File: config.mk
export PLATFORM = sky130hd
export DESIGN_NAME = dco_tune_ctrl
export DESIGN_NICKNAME = d
export VERILOG_FILES = /design/src/rtl/dco_tune_pkg.sv /design/src/rtl/dco_tune_ctrl_bin2therm.sv /design/src/rtl/dco_tune_ctrl.sv
export SDC_FILE = /design/constraint.sdc
export NUM_CORES = 1
export LEC_CHECK = 0
export CORE_MARGIN = 4
export CORE_UTILIZATION = 45
export DETAILED_ROUTE_END_ITERATION = 10
export GPL_ROUTABILITY_DRIVEN = 1
export HOLD_SLACK_MARGIN = 0.05
export PLACE_DENSITY = 0.74
export SLEW_MARGIN = 20
export SYNTH_ARGS = -nofsm -noshare
export SYNTH_HDL_FRONTEND = slang
export SYNTH_SLANG_ARGS = --single-unit
File: constraint.sdc
create_clock -name clk -period 10.8 [get_ports clk]
set_input_delay 1.08 -clock clk [delete_from_list [all_inputs] [get_ports clk]]
set_output_delay 1.08 -clock clk [all_outputs]
set_load 0.01 [all_outputs]
File: src/rtl/dco_tune_pkg.sv
// Shared types and helpers for the DCO tuning-word controller.
// The FSM state, the mid-scale code and the |diff| helper all live here.
package dco_tune_pkg;

    localparam int CODE_W_PKG = 8;

    localparam logic [CODE_W_PKG-1:0] MID_CODE = 8'h80;

    typedef enum logic [1:0] {
        IDLE   = 2'd0,
        TRACK  = 2'd1,
        LOCKED = 2'd2
    } state_t;

    typedef logic signed [CODE_W_PKG:0] diff_t;

    // One extra bit keeps |-(2^CODE_W - 1)| representable without wrap.
    function automatic logic [CODE_W_PKG:0] abs_diff(input diff_t d);
        logic [CODE_W_PKG:0] r;
        if (d < 0) begin
            r = $unsigned(-d);
        end else begin
            r = $unsigned(d);
        end
        return r;
    endfunction

endpackage

File: src/rtl/dco_tune_ctrl_bin2therm.sv
// Combinational binary-to-thermometer decoder for the fine capacitor bank.
// Bit i of the output is set when i is below the binary input value.
module bin2therm #(
    parameter int FINE_W = 4
) (
    input  logic [FINE_W-1:0]        i_bin,
    output logic [(1<<FINE_W)-2:0]   o_therm
);

    localparam int THERM_W = (1 << FINE_W) - 1;

    always_comb begin
        o_therm = '0;
        for (int i = 0; i < THERM_W; i++) begin
            o_therm[i] = (i_bin > FINE_W'(i));
        end
    end

endmodule

File: src/rtl/dco_tune_ctrl.sv
// Slew-limited DCO tuning controller with lock detection.
// Splits the applied code into a binary coarse word and a thermometer fine word.
//
// Handshake: code_vld is a single-cycle strobe with no backpressure; every
// cycle it is high (and rst is low) is one update using that cycle's code_in.
module dco_tune_ctrl
    import dco_tune_pkg::*;
#(
    parameter int CODE_W     = CODE_W_PKG,
    parameter int FINE_W     = 4,
    parameter int SLEW_TRK   = 4,
    parameter int SLEW_LCK   = 1,
    parameter int LOCK_TOL   = 2,
    parameter int UNLOCK_TOL = 6,
    parameter int LOCK_CNT   = 64
) (
    input  logic                        clk,
    input  logic                        rst,
    input  logic [CODE_W-1:0]           code_in,
    input  logic                        code_vld,
    output logic [CODE_W-FINE_W-1:0]    coarse_bank,
    output logic [(1<<FINE_W)-2:0]      fine_therm,
    output logic                        locked,
    output logic                        slewing,
    output state_t                      dbg_state
);

    localparam int CNT_W   = $clog2(LOCK_CNT + 1);
    localparam int THERM_W = (1 << FINE_W) - 1;

    state_t                     r_state;
    logic [CODE_W-1:0]          r_cur;
    logic [CNT_W-1:0]           r_lock_cnt;
    logic                       r_slewing;
    logic [CODE_W-FINE_W-1:0]   r_coarse;
    logic [THERM_W-1:0]         r_fine;

    logic signed [CODE_W:0]     w_diff;
    logic signed [CODE_W:0]     w_slew;
    logic signed [CODE_W:0]     w_step;
    logic [CODE_W:0]            w_abs;
    logic [CODE_W-1:0]          w_cur_next;
    logic                       w_clip;
    logic                       w_in_tol;
    logic                       w_out_tol;
    logic [CNT_W-1:0]           w_cnt_inc;
    logic [THERM_W-1:0]         w_therm;

    // Step toward the target, clamped to the slew limit of the current state.
    always_comb begin
        w_diff = $signed({1'b0, code_in}) - $signed({1'b0, r_cur});
        w_abs  = abs_diff(w_diff);
        w_slew = (r_state == LOCKED) ? (CODE_W+1)'(SLEW_LCK) : (CODE_W+1)'(SLEW_TRK);
        if (w_diff > w_slew) begin
            w_step = w_slew;
        end else if (w_diff < -w_slew) begin
            w_step = -w_slew;
        end else begin
            w_step = w_diff;
        end
        w_cur_next = r_cur + w_step[CODE_W-1:0];
        w_clip     = (w_abs > $unsigned(w_slew));
        w_in_tol   = (w_abs <= (CODE_W+1)'(LOCK_TOL));
        w_out_tol  = (w_abs > (CODE_W+1)'(UNLOCK_TOL));
        if (r_lock_cnt == CNT_W'(LOCK_CNT)) begin
            w_cnt_inc = r_lock_cnt;
        end else begin
            w_cnt_inc = r_lock_cnt + 1'b1;
        end
    end

    always_ff @(posedge clk) begin
        if (rst) begin
            r_state    <= IDLE;
            r_cur      <= MID_CODE;
            r_lock_cnt <= '0;
            r_slewing  <= 1'b0;
        end else if (code_vld) begin
            case (r_state)
                IDLE: begin
                    r_cur      <= code_in;
                    r_lock_cnt <= '0;
                    r_slewing  <= 1'b0;
                    r_state    <= TRACK;
                end
                TRACK: begin
                    r_cur     <= w_cur_next;
                    r_slewing <= w_clip;
                    if (w_in_tol) begin
                        r_lock_cnt <= w_cnt_inc;
                        if (w_cnt_inc == CNT_W'(LOCK_CNT)) begin
                            r_state <= LOCKED;
                        end
                    end else begin
                        r_lock_cnt <= '0;
                    end
                end
                LOCKED: begin
                    // The unlocking update still moves by the locked slew.
                    r_cur     <= w_cur_next;
                    r_slewing <= w_clip;
                    if (w_out_tol) begin
                        r_state    <= TRACK;
                        r_lock_cnt <= '0;
                    end
                end
                default: begin
                    r_state <= IDLE;
                end
            endcase
        end
    end

    bin2therm #(
        .FINE_W (FINE_W)
    ) u_bin2therm (
        .i_bin   (r_cur[FINE_W-1:0]),
        .o_therm (w_therm)
    );

    // Coarse and fine are registered together so the banks never see a split word.
    always_ff @(posedge clk) begin
        if (rst) begin
            r_coarse <= MID_CODE[CODE_W-1:FINE_W];
            r_fine   <= '0;
        end else begin
            r_coarse <= r_cur[CODE_W-1:FINE_W];
            r_fine   <= w_therm;
        end
    end

    assign coarse_bank = r_coarse;
    assign fine_therm  = r_fine;
    assign locked      = (r_state == LOCKED);
    assign slewing     = r_slewing;
    assign dbg_state   = r_state;

endmodule

==> summary.md, run 1 <==
| Metric | Value |
|---|---|
| Status | finished, final reports clean |
| Yosys cell types | 61 |
| #FFs+latches synth | 37 |
| Max Cap Viol | 0 |
| Post-synth ARST share | 0% |
| Synth area leader | dfxtp_1 |
| DR vias | 2555 |
| Clk slew on worst S/H paths | 0.07 ns |
| Startpoint types | input pin |
| Maximum vdd drop | 0.000110 V |
| Die W | 86.0 µm |
| Post-CTS setup-driven buffer insertion count | 0 |
| Latest clock arrival within the worst-skew pair | 0.30 ns |
| Share of layout cells above drive strength 1 | 6.32% |
| # diodes | 0 |
| CP max FO | 3 |
| Port-buffer cells | 33 |
| Int Power | 0.349 mW |
| Area Overhead vs Synth | 20.1% |
| Met3 Use GR | 4.03% |
| Final hold vios | 0 |
| Grt total ovfl | 0 |
| Clk sinks | 37 |
| Vias in the first global route | 2456 |
| CP max-delay cell | o41ai_1 |
| 1st-iter DRT viols | 147 |
| Crit path DAT | 6.08 ns |
| Psw | 0.208 mW |
| GRT Overall Usage | 17.7% |
| TritonRoute pass-1 iters | 4 |
| Syn. warnings | 0 |
| Synth Area per Inst | 8.34 µm² |
| Top cell type's share of synthesized area | 27.1% |
| Met2 GRT Util | 30.3% |
| CP Capture Type | flop |
| Top post-synthesis cells by area | dfxtp_1, ha_1, nor2_1 |
| Final setup TNS | 0 ns |
| Gr busiest metal | met2 |
| Post-Synthesis Cells | 328 |
| Count leader, synth | dfxtp_1 |
| Via density per instance | 5.82 |
| Post-cts sizing count | 0 |
| First-pass GRT wire length | 10900 µm |
| Fmax | 170 MHz |
| Fin. max-slew vios | 0 |
| Nets | 405 |
| Worst Tran Pin Value | 0.571 ns |
| Pwr dens | 170 mW/mm² |
| Slowest cell delay on critical path | 0.54 ns |
| RSZ-0062 raised after global routing | false |
| Clock share of power | 26.0% |
| Initial Util | 46.2% |
| Final Setup Violations | 0 |
| Hold Crit Class | flop to flop |
| CTS tree | done |
| Met1 GRT Util | 22.4% |
| Inserted Clock Buffers | 5 |
| Total Power | 0.557 mW |
| Sequential area share after synthesis | 27.1% |
| Die span in y | 86.0 µm |
| Hold_buf cts | 0 |
| Avg WL per Cell | 14.6 µm |
| WP data required | 10.99 ns |
| Crit-path cells | clkdlybuf4s50_1, inv_1, ha_1, inv_1, fa_1, a21oi_1, nor2_1, or3_1, and2_1, o41ai_1, nand2_1, o22a_1, ha_1, a21oi_1, a21boi_0, o21ai_0, a21boi_0, o21ai_0, a21oi_1, or4_1, o2111a_1 |
| Final antenna-violating net count | 0 |
| Row count | 28 |
| # H-tree levels | 2 |
| Clk_skew | 0.00710 ns |
| Full die area | 0.00739 mm² |
| Post-route fraction of the period consumed by the critical path | 54.6% |
| Logic pwr share | 46.1% |
| GP Congestion | 0.880 |
| DRC errors left | 0 |
| Routed WL | 6400 µm |
| Setup CP Type | input pin to flop |
| Synth Cell Area | 0.00274 mm² |
| Placed wire-length estimate | 4890 µm |
| Main flop type after synthesis | dfxtp_1 |
| Number of synthesized flops with an enable pin | 0 |
| Most instantiated cells after synthesis | dfxtp_1, nor2_1, inv_1, ha_1, a21oi_1 |
| Initial antenna violation count | 0 |
| Max clock buf depth | 2 |
| Reg-to-reg slack, setup | 5.57 ns |
| LEAKAGE | 1.33 nW |
| Ports | 34 |
| Clock Tree Root | clkbuf_8 |
| Largest net degree at the start of global routing | 33 |
| Crit-path most repeated cell | a21oi_1 |
| Reg power frac | 27.9% |
| Crit path time final | 5.89 ns |
| Syn nets | 370 |
| Sw Ratio | 37.4% |
| Slew margin rel. | 61.8% |
| Filler cells | 537 |
| Core area | 0.00592 mm² |
-- cells in the final DEF, fill, tap and decap left out, types with 3 or more instances in the layout --
master,n
a211oi_1,14
a21o_1,4
a21oi_1,24
and3_1,4
clkbuf_8,5
clkdlybuf4s50_1,33
dfxtp_1,37
ha_1,29
inv_1,31
mux2i_1,9
nand2_1,20
nand2b_1,3
nand3_1,12
nand3b_1,4
nor2_1,36
nor2b_1,6
nor3_1,3
o2111ai_1,3
o211ai_1,5
o21a_1,3
o21ai_0,10
o22ai_1,3
o32ai_1,3
o41ai_1,3
or2_2,3
or3_1,3
or4_1,3
xnor2_1,4
-- power by group through the flow --
stage          Combinational, mW  Sequential (mW)  Clock [mW]
3_3_place_gp               0.245            0.158           0
2_1_floorplan              0.187            0.160           0
6_report                   0.257            0.155       0.145
4_1_cts                    0.254            0.155       0.147
5_1_grt                    0.284            0.157       0.154
3_5_place_dp               0.251            0.158           0
-- metrics by stage --
step | util [%] | area (µm²) | hold WS (ns) | std cells | setup slack, ns
2_1_floorplan | - | 2740 | 0.451 | 328 | 5.71
3_3_place_gp | 53.2 | 3150 | 0.448 | 431 | 4.89
3_5_place_dp | 53.2 | 3150 | 0.454 | 431 | 4.76
4_1_cts | 55.5 | 3290 | 0.468 | 439 | 5.03
5_1_grt | 55.5 | 3290 | 0.487 | 439 | 4.56
6_report | 55.5 | 3290 | 0.462 | 439 | 4.91
-- kinds of logic after synthesis --
| group | synth area share, % |
|---|---|
| AO/OA/AOI/OAI | 25.5 |
| XOR/XNOR | 2.19 |
| adder cells (fa/ha/maj) | 14.7 |
| buffers and inverters | 5.21 |
| flip-flops | 27.1 |
| multiplexers | 4.12 |
| AND/OR/NAND/NOR | 21.2 |
-- layer usage --
layer | wire length [µm] | vias to the layer above
met5 | 0 | -
met4 | 71 | 0
li1 | - | 1274
met3 | 333 | 14
met1 | 2990 | 1196
met2 | 3010 | 71
-- worst max-delay path, delay by kind of cell --
family / cells / cell delay [ns]
simple gates: 5 / 1.33
compound gates: 10 / 2.22
fa+ha+maj: 3 / 0.88
buf+inv: 3 / 0.56
-- sequential cells by signal (all words and copies together), names as in the netlist --
register     count
r_lock_cnt       7
r_cur            8
coarse_bank      4
slewing          1
dbg_state        2
fine_therm      15
-- worst paths after layout --
path,start,cells past startpoint,endpoint
min,slewing,2,slewing
max reg2reg,r_cur[3],18,r_cur[7]
min reg2reg,slewing,2,slewing
max,code_in[0],21,r_cur[7]
-- area by class of cell --
cell class              count  area [µm²]  area share [%]
inverters                  31         116            3.54
multi-input cells         253        1850            56.4
well taps                  75        93.8            2.85
clock inverters             3        68.8            2.09
flip-flops and latches     37         741            22.5
clock buffers               5        68.8            2.09
repair buffers             35         345            10.5
Note: power is estimated with default switching activity, not from simulation.
==> inputs of run 2 (changes only) <==
clock period = 6.05 ns   (was 10.8 ns; I/O delays follow)
==> run 2 against run 1 <==
Routed wire length down 1.3%. Cell area stayed put. Global-route usage up 0.12 points. Critical path depth unchanged. Sequential share of layout area did not move. Critical endpoint unchanged. Utilization unchanged. Largest power group unchanged.
==> summary.md, run 2 (synthesis results as in run 1) <==
| Metric | Value |
|---|---|
| Status | finished, final reports clean |
| Hold Crit Class | flop to flop |
| Largest net degree at the start of global routing | 33 |
| CTS tree | done |
| TritonRoute pass-1 iters | 4 |
| Ports | 34 |
| Fin. max-slew vios | 0 |
| CP Capture Type | flop |
| Placed cell count | 431 |
| Max clock buf depth | 2 |
| Routed WL | 6320 µm |
| Slew margin rel. | 61.7% |
| Sw Ratio | 37.2% |
| RSZ-0062 raised after global routing | false |
| Placed wire-length estimate | 4940 µm |
| Post-Place Setup Slack | 0.490 ns |
| Full die area | 0.00739 mm² |
| Port-buffer cells | 33 |
| Area Overhead vs Synth | 20.1% |
| Psw | 0.369 mW |
| Via density per instance | 5.73 |
| Final worst slack | 0.698 ns |
| Pwr dens | 302 mW/mm² |
| Max Cap Viol | 0 |
| Max reg flops | 15 |
| Vias in the first global route | 2455 |
| Post-cts sizing count | 0 |
| Fin cells | 439 |
| Post-route fraction of the period consumed by the critical path | 88.5% |
| Inserted Clock Buffers | 5 |
| Clk_skew | 0.00522 ns |
| Startpoint types | input pin |
| Setup CP Type | input pin to flop |
| Total Power | 0.992 mW |
| Die span in y | 86.0 µm |
| Share of layout cells above drive strength 1 | 6.32% |
| DR vias | 2515 |
| Logic pwr share | 45.9% |
| # H-tree levels | 2 |
| Worst hold slack | 0.464 ns |
| DRC errors left | 0 |
| Clk sinks | 37 |
| Worst Tran Pin Value | 0.573 ns |
| Nets | 405 |
| Hold_buf cts | 0 |
| Initial antenna violation count | 0 |
| Reg power frac | 27.9% |
| Grt total ovfl | 0 |
| Core area | 0.00592 mm² |
| Fin area | 0.00329 mm² |
| Latest clock arrival within the worst-skew pair | 0.29 ns |
| Placed inst area | 0.00315 mm² |
| Row count | 28 |
| CP max FO | 3 |
| GP Congestion | 0.880 |
| Clock share of power | 26.2% |
| LEAKAGE | 1.33 nW |
| Clock Tree Root | clkbuf_8 |
| Crit path time final | 5.35 ns |
| Int Power | 0.622 mW |
| GRT Overall Usage | 17.8% |
| First-pass GRT wire length | 11000 µm |
| Final setup TNS | 0 ns |
| Initial Util | 46.2% |
| Avg WL per Cell | 14.4 µm |
| WP data required | 6.24 ns |
| Final Setup Violations | 0 |
| Die W | 86.0 µm |
| Layout Utilization | 55.5% |
| 1st-iter DRT viols | 110 |
| Clk slew on worst S/H paths | 0.08 ns |
| Filler cells | 550 |
| Maximum vdd drop | 0.000149 V |
| Crit path DAT | 5.54 ns |
| Final hold vios | 0 |
| Final antenna-violating net count | 0 |
| Commonest cells after routing, fill and taps aside | dfxtp_1, nor2_1, clkdlybuf4s50_1 |
| Post-CTS setup-driven buffer insertion count | 0 |
| # diodes | 0 |
| Most common cell after layout, fill and taps aside | dfxtp_1 |
| Fmax | 187 MHz |
-- run 2: cell counts in the layout (fill, tap and decap cells not counted) --
Identical to the previous run, type by type.
-- run 2: area by class of cell --
class	instances	area, µm²	area share, %
Clock buffer	5	68.8	2.09
Clock inverter	3	68.8	2.09
Inverter	31	116	3.54
Multi-Input combinational cell	253	1850	56.4
Sequential cell	37	741	22.5
Tap cell	75	93.8	2.85
Timing Repair Buffer	35	345	10.5
-- run 2: routing by layer --
metal | vias to the layer above | GRT usage [%] | wire (µm)
met1 | 1175 | 23.8 | 3010
met2 | 57 | 29.6 | 3000
met3 | 8 | 3.46 | 242
li1 | 1275 | - | -
met5 | - | 0 | 0
met4 | 0 | 4.17 | 59
-- run 2: final timing paths --
| kind | from | endpoint | slack [ns] | depth (start not counted) |
|---|---|---|---|---|
| hold / removal | slewing | slewing | 0.46 | 2 |
| hold reg to reg | slewing | slewing | 0.46 | 2 |
| setup / recovery | code_in[0] | r_cur[7] | 0.70 | 21 |
| setup reg to reg | r_cur[3] | r_cur[7] | 0.91 | 18 |
-- run 2: worst max-delay path, cell delays in order --
cell and delay (ns):
clkdlybuf4s50_1 0.42, inv_1 0.09, ha_1 0.14, inv_1 0.05, fa_1 0.42, a21oi_1 0.24
nor2_1 0.08, or3_1 0.35, and2_1 0.22, o41ai_1 0.49, nand2_1 0.16, o22a_1 0.23
ha_1 0.30, a21oi_1 0.17, a21boi_0 0.13, o21ai_0 0.22, a21boi_0 0.15, o21ai_0 0.27
a21oi_1 0.14, or4_1 0.52, o2111a_1 0.13
-- run 2: power groups by stage --
stage                     Combinational, mW  Clock, mW  Sequential (mW)
final                                 0.455      0.260            0.277
after global routing                  0.508      0.276            0.279
after CTS                             0.453      0.263            0.277
after detailed placement              0.449          0            0.283
after global placement                0.438          0            0.283
after floorplan                       0.333          0            0.286
